--- config.mk ---
export PLATFORM = sky130hd
export DESIGN_NAME = uart_rx
export DESIGN_NICKNAME = d
export VERILOG_FILES = /design/src/rtl/uart_rx.sv
export SDC_FILE = /design/constraint.sdc
export NUM_CORES = 1
export LEC_CHECK = 0
export BUFFER_PORTS_ARGS = -buffer_cell sky130_fd_sc_hd__buf_4
export CORE_ASPECT_RATIO = 2
export CORE_UTILIZATION = 45
export CTS_CLUSTER_SIZE = 25
export DETAILED_ROUTE_END_ITERATION = 10
export MAX_ROUTING_LAYER = met4
export PLACE_DENSITY_LB_ADDON = 0.3
export SETUP_SLACK_MARGIN = 0.3
export SLEW_MARGIN = 20
export SYNTH_ARGS = -nofsm -noshare
export SYNTH_HDL_FRONTEND = slang
export SYNTH_SLANG_ARGS = --single-unit
--- constraint.sdc ---
create_clock -name clk -period 3.2 [get_ports clk]
set_input_delay 0 -clock clk [delete_from_list [all_inputs] [get_ports clk]]
set_output_delay 0 -clock clk [all_outputs]
set_load 0.01 [all_outputs]
--- src/rtl/uart_rx.sv ---
// uart_rx: 16x-oversampled UART receiver, DBIT data bits LSB-first, registered strobe and framing flag
module uart_rx #(
  parameter int DBIT    = 8,
  parameter int SB_TICK = 16
) (
  input  logic            clk,
  input  logic            rst_n,
  input  logic            tick,
  input  logic            rx,
  output logic [DBIT-1:0] dout,
  output logic            rx_done,
  output logic            frame_err
);
  typedef enum logic [1:0] {IDLE, START, DATA, STOP} state_t;
  state_t          state;
  logic [4:0]      s;
  logic [3:0]      n;
  logic [DBIT-1:0] b;
  logic            rx_m, rx_s, rx_p;
  always_ff @(posedge clk or negedge rst_n)
    if (!rst_n) {rx_m, rx_s, rx_p} <= 3'b111;
    else {rx_m, rx_s, rx_p} <= {rx, rx_m, rx_s};
  // the falling-edge check in IDLE ignores tick, so a coincident tick is dropped
  always_ff @(posedge clk or negedge rst_n)
    if (!rst_n) begin
      state     <= IDLE;
      s         <= '0;
      n         <= '0;
      b         <= '0;
      dout      <= '0;
      rx_done   <= 1'b0;
      frame_err <= 1'b0;
    end else begin
      rx_done <= 1'b0;
      case (state)
        IDLE:
          if (rx_p && !rx_s) begin
            state <= START;
            s     <= '0;
          end
        START:
          if (tick) begin
            if (s == 5'd7) begin
              state <= rx_s ? IDLE : DATA;
              s     <= '0;
              n     <= '0;
            end else s <= s + 5'd1;
          end
        DATA:
          if (tick) begin
            if (s == 5'd15) begin
              s <= '0;
              b <= {rx_s, b[DBIT-1:1]};
              if (n == 4'(DBIT-1)) state <= STOP;
              else n <= n + 4'd1;
            end else s <= s + 5'd1;
          end
        STOP:
          if (tick) begin
            if (s == 5'(SB_TICK-1)) begin
              dout      <= b;
              frame_err <= ~rx_s;
              rx_done   <= 1'b1;
              state     <= IDLE;
            end else s <= s + 5'd1;
          end
      endcase
    end
endmodule

### Word level (Yosys, flattened, before mapping)

Index checks and enable logic that the tools add are counted.

* output and inout port bits: 10
* input bits: 4
* flip-flop bits (word level): 32
* logic and storage cells: 65

* multiplexer cells: 27
* bitwise gates (word level): 1
* equality and inequality tests: 16
* reductions and logical operators: 9
* $add $sub $neg: 2

Operators with widths (count)
* 2-to-1 mux 5 bit: 7
* 2-to-1 mux 4 bit: 5
* != test 2 bit (second input constant): 10
* case mux 5 bit (4 select lines): 1
* 2-to-1 mux 2 bit: 9
* case mux 2 bit (4 select lines): 1
* case mux 4 bit (2 select lines): 1
* AND reduction 8 bit: 1
* AND reduction 3 bit: 2
* AND reduction 6 bit: 1
* adder 5 x 1 -> 5 bit (second input constant): 1
* == test 5 x 3 -> 1 bit (second input constant): 1
* == test 5 x 4 -> 1 bit (second input constant): 1
* AND reduction 5 bit: 1
* adder 4 x 1 -> 4 bit (second input constant): 1
* == test 2 bit (second input constant): 2
* == test 4 x 3 -> 1 bit (second input constant): 1
* 2-to-1 mux 1 bit: 3
* == test 2 x 1 -> 1 bit (second input constant): 1
* logical NOT 2 bit: 1
* nonzero test 2 bit: 1
* logical AND 1 bit: 1
* logical NOT 1 bit: 1
* inverter 1 bit: 1

### Depth between registers and ports, before layout

* depth in word-level cells: 5
* mapped depth: 7
* mapped depth without buffers: 7

### Least setup slack after synthesis

OpenSTA, ideal clock, no wires.

* path kind: reg-to-reg
* from: register s[0]
* to: register s[4]
* slack: 1.401 ns
* stages on the path, launching flop included: 8
* path buffers: 0
* data required time: 3.075 ns
* arrival time: 1.673 ns
* library setup time: 0.125 ns
* period minus slack after synthesis: 1.799 ns
* path through: dfrtp_1 -> ha_1 -> and3_1 -> ha_1 -> inv_1 -> o31ai_4 -> or2_4 -> mux2_4

* longest elaborated chain between the ends: 4
* elaborated cells between the ends (all ways): 12
* classes of those cells: add/sub: 1; eq/ne: 3; mux: 7; reduce/logical: 1

RTL lines
* start, declared: RTL line 16 `logic [4:0] s;`
* start signal, assigned: RTL line 47 `end else s <= s + 5'd1;`
* start signal, assigned: RTL line 56 `end else s <= s + 5'd1;`
* start signal, assigned: RTL line 65 `end else s <= s + 5'd1;`
* adder 5 x 1 -> 5 bit, or another cell as far along: RTL line 47, 56, 65
* 2-to-1 mux 5 bit, on equally long branches: RTL line 60, 43, 51
* 2-to-1 mux 5 bit, on equally long branches: RTL line 59, 42, 50
* case mux 5 bit (4 select lines): RTL line 35 `case (state)`

Several ways; a longest one is shown, not always the timed one. The select of a mux whose other input is x is not followed.
A chain may end at the register's enable or synchronous reset.

### Worst setup path after layout

* from: register s[0]
* to: register dout[6]

* longest elaborated chain between the ends: 2

RTL lines
* == test 5 x 4 -> 1 bit: RTL line 60 `if (s == 5'(SB_TICK-1)) begin`
* AND reduction 3 bit (no line)
* end signal, assigned: RTL line 30 `dout <= '0;`
* end signal, assigned: RTL line 61 `dout <= b;`
* end, declared: RTL line 10 `output logic [DBIT-1:0] dout,`

No other way between the ends.

==> summary.md <==
| Metric | Value |
|---|---|
| Final period util | `about two thirds` |
| Post-DP Area | `between 1500 and 2000 um2` |
| Worst R2R Start | `s[0]$_DFFE_PN0P_` |
| Final setup fails | `0` |
| PwrDens | `629 nW/um2` |
| Clock Latency Late Sink | `0.28 ns` |
| Avg Cell Area, Syn | `around 11 um2` |
| Max Fclk | `470 MHz` |
| Worst r2r dst | `dout[6]$_DFFE_PN0P_` |
| Final cell count without fillers | `190` |
| Main synth FF type | `dfrtp_1` |
| Vias per inst | `5.65` |
| Yosys reg bits | `32` |
| Clk pwr share | `between 20 and 30%` |
| Final min period | `2.13 ns` |
| Critical path launch point type | `register` |
| Drt total wl | `2920 um` |
| Core ar. | `3160 um2` |
| Placed Instances | `179` |
| MaxCap Viol Count | `0` |
| Largest net degree at the start of global routing | `33` |
| M3 GR Usage | `3.26%` |
| First-pass GRT wire length | `5410 um` |
| Fin. Hold Viols | `0` |
| RSZ-0062 raised after global routing | `no` |
| Ports | `14` |
| Remaining DRCs | `0` |
| Std cell rows | `29` |
| CTS Buf Count | `5` |
| Post-CTS Setup Bufs | `0` |
| Dpl ws | `1.03 ns` |
| Most Crowded Layer GR | `met2` |
| Final net count | `167` |
| Combinational share of power | `22.9%` |
| N_diodes | `0` |
| Setup TNS Final | `0 ns` |
| Area Overhead vs Synth | `15.5%` |
| Die W | `42.7 um` |
| CTS max path bufs | `2` |
| Worst Max-Slew Pin Slew | `0.535 ns` |
| Peak VDD IR | `370 uV` |
| Ys Warns | `0` |
| CTS tree | `done` |
| Reg2Reg Depth | `7` |
| Met1 Use GR | `20.7%` |
| Mapped Cells | `139` |
| Synth Net Count | `approximately 150` |
| WP data required | `3.37 ns` |
| Crit path launch | `s[0]$_DFFE_PN0P_` |
| Clk slew on worst S/H paths | `~0.06 ns` |
| Mapped cell area | `1490 um2` |
| Worst setup margin | `1.07 ns` |
| DRT iter0 DRCs | `7` |
| Ratio of cells with drive above 1 in the final layout | `23.9%` |
| Die Ht | `83.4 um` |
| CP Class | `register to register` |
| Rel. slew slack | `64.1%` |
| Switching share of power | `31.6%` |
| Seq pwr share | `a little under half` |
| EDFF count, synth | `0` |
| Die area | `between 3000 and 4000 um2` |
| DRT antenna net count | `0` |
| Via count | `1073` |
| Endpoint type of the worst setup path | `register` |
| DRT Pass-1 Iters | `4` |
| Routed length per placed instance | `15.3 um` |
| Leak | `0.843 nW` |
| Worst hold path type | `primary input to async pin` |
| Vias in the first global route | `1214` |
| Int Pwr | `0.000741 W` |
| Crit Path Max Fanout | `11` |
| Status | `finished clean` |
| CP arrival | `2.29 ns` |
| PortBufs | `13` |
| Final Max Tran Viols | `0` |
| R2R Setup Slk | `about 1.1 ns` |
| Sequential-to-total area share from yosys stat | `54.0%` |
| # clock sinks | `32` |
| Clock Skew | `0.00740 ns` |
| Total grt overflow | `0` |
| H-tree levels | `2` |
| Switching power | `0.000342 W` |
| Gpl congestion | `0.736` |
| Initial antenna violation count | `0` |
| GRT Util Overall | `about a fifth` |
| Routing usage on met2 | `37.5%` |
| Synth unique cells | `38` |
| Finished Cell Area | `1720 um2` |
| DP HPWL | `about 2100 um` |
| Root buffer cell | `clkbuf_8` |
| Starting density of the core | `47.2%` |
| Share of flip-flops with an asynchronous set or reset | `100%` |
| Total power | `about 0.0011 W` |
## power groups by stage
stage / Combinational [W] / Sequential [W] / Clock, W
after floorplan: 0.000217 / 0.000493 / 0
after global placement: 0.000232 / 0.000524 / 0
after detailed placement: 0.000244 / 0.000525 / 0
after CTS: 0.000252 / 0.000518 / 0.000325
after global routing: 0.000289 / 0.000531 / 0.000343
final: 0.000248 / 0.000519 / 0.000316
## through the flow
stage,hold WS [ns],util (%)
2_1_floorplan,-0.296,-
3_3_place_gp,-0.0427,50.7
3_5_place_dp,-0.0386,50.7
4_1_cts,0.211,54.5
5_1_grt,0.250,54.5
6_report,0.191,54.5
## cell families after synthesis
logic type | share of synthesized area, %
AND/OR/NAND/NOR | 17.4
flip-flops | 54.0
AO/OA/AOI/OAI | 12.5
buffers and inverters | 4.11
multiplexers | 7.81
adder cells (fa/ha/maj) | 4.20
## registers in the layout (all words and copies together) (netlist names), named ones only
register,flops
state,1
b,8
rx_done,1
rx_m,1
rx_p,1
dout,8
s,5
n,4
frame_err,1
rx_s,1
## placed cells by master (no fill, tap or decap), types with 4 or more instances in the layout
| master | count |
|---|---|
| o31ai_1 | 4 |
| buf_4 | 13 |
| nor2b_1 | 4 |
| inv_1 | 8 |
| ha_1 | 5 |
| clkbuf_8 | 6 |
| o21ai_0 | 7 |
| mux2_2 | 8 |
| nand2_1 | 33 |
| dfrtp_1 | 29 |
## area by class of cell
class                           instances  area, um2
Timing Repair Buffer                   16        128
Clock inverter                          2       10.0
Tap cell                               31       38.8
Clock buffer                            6       82.6
Multi-Input combinational cell         94        624
Sequential cell                        32        805
Fill cell                             283       1440
Inverter                                9       33.8
## synthesized netlist by cell type (3+ instances only)
cell type / n / area, um2
mux2_2: 8 / 90.1
dfrtp_1: 29 / 726
nand2b_1: 3 / 18.8
o31ai_1: 4 / 30.0
dfstp_2: 3 / 78.8
nor2_1: 3 / 11.3
inv_1: 8 / 30.0
o21ai_0: 7 / 35.0
nand2_1: 33 / 124
ha_1: 5 / 62.6
nor2b_1: 4 / 25.0
## per-layer routing
layer	vias up	routed length [um]
met5	-	0
met4	0	82
met3	9	78
met2	22	1690
met1	527	1070
li1	515	-
## worst max-delay path, cell delays in order, from the launching register on
cell and delay (ns):
dfrtp_1 0.40, ha_1 0.24, and3_1 0.19, ha_1 0.23
nand4_1 0.37, clkinv_1 0.37, nand2_1 0.16, nand2_1 0.06
## worst max path at each step
stage | to | cells after the start | slack (ns)
2_1_floorplan | s[4]$_DFFE_PN0P_ | 7 | 1.40
3_3_place_gp | dout[6]$_DFFE_PN0P_ | 7 | 1.09
3_5_place_dp | dout[6]$_DFFE_PN0P_ | 7 | 1.03
4_1_cts | dout[6]$_DFFE_PN0P_ | 7 | 1.02
5_1_grt | dout[5]$_DFFE_PN0P_ | 7 | 0.87
6_report | dout[6]$_DFFE_PN0P_ | 7 | 1.07
## repair_timing
item                      CTS  global route
hold buffers                3             0
hold endpoints to repair   34             0
gates resized for setup     0             0
Power figures use the tool's default switching activity.
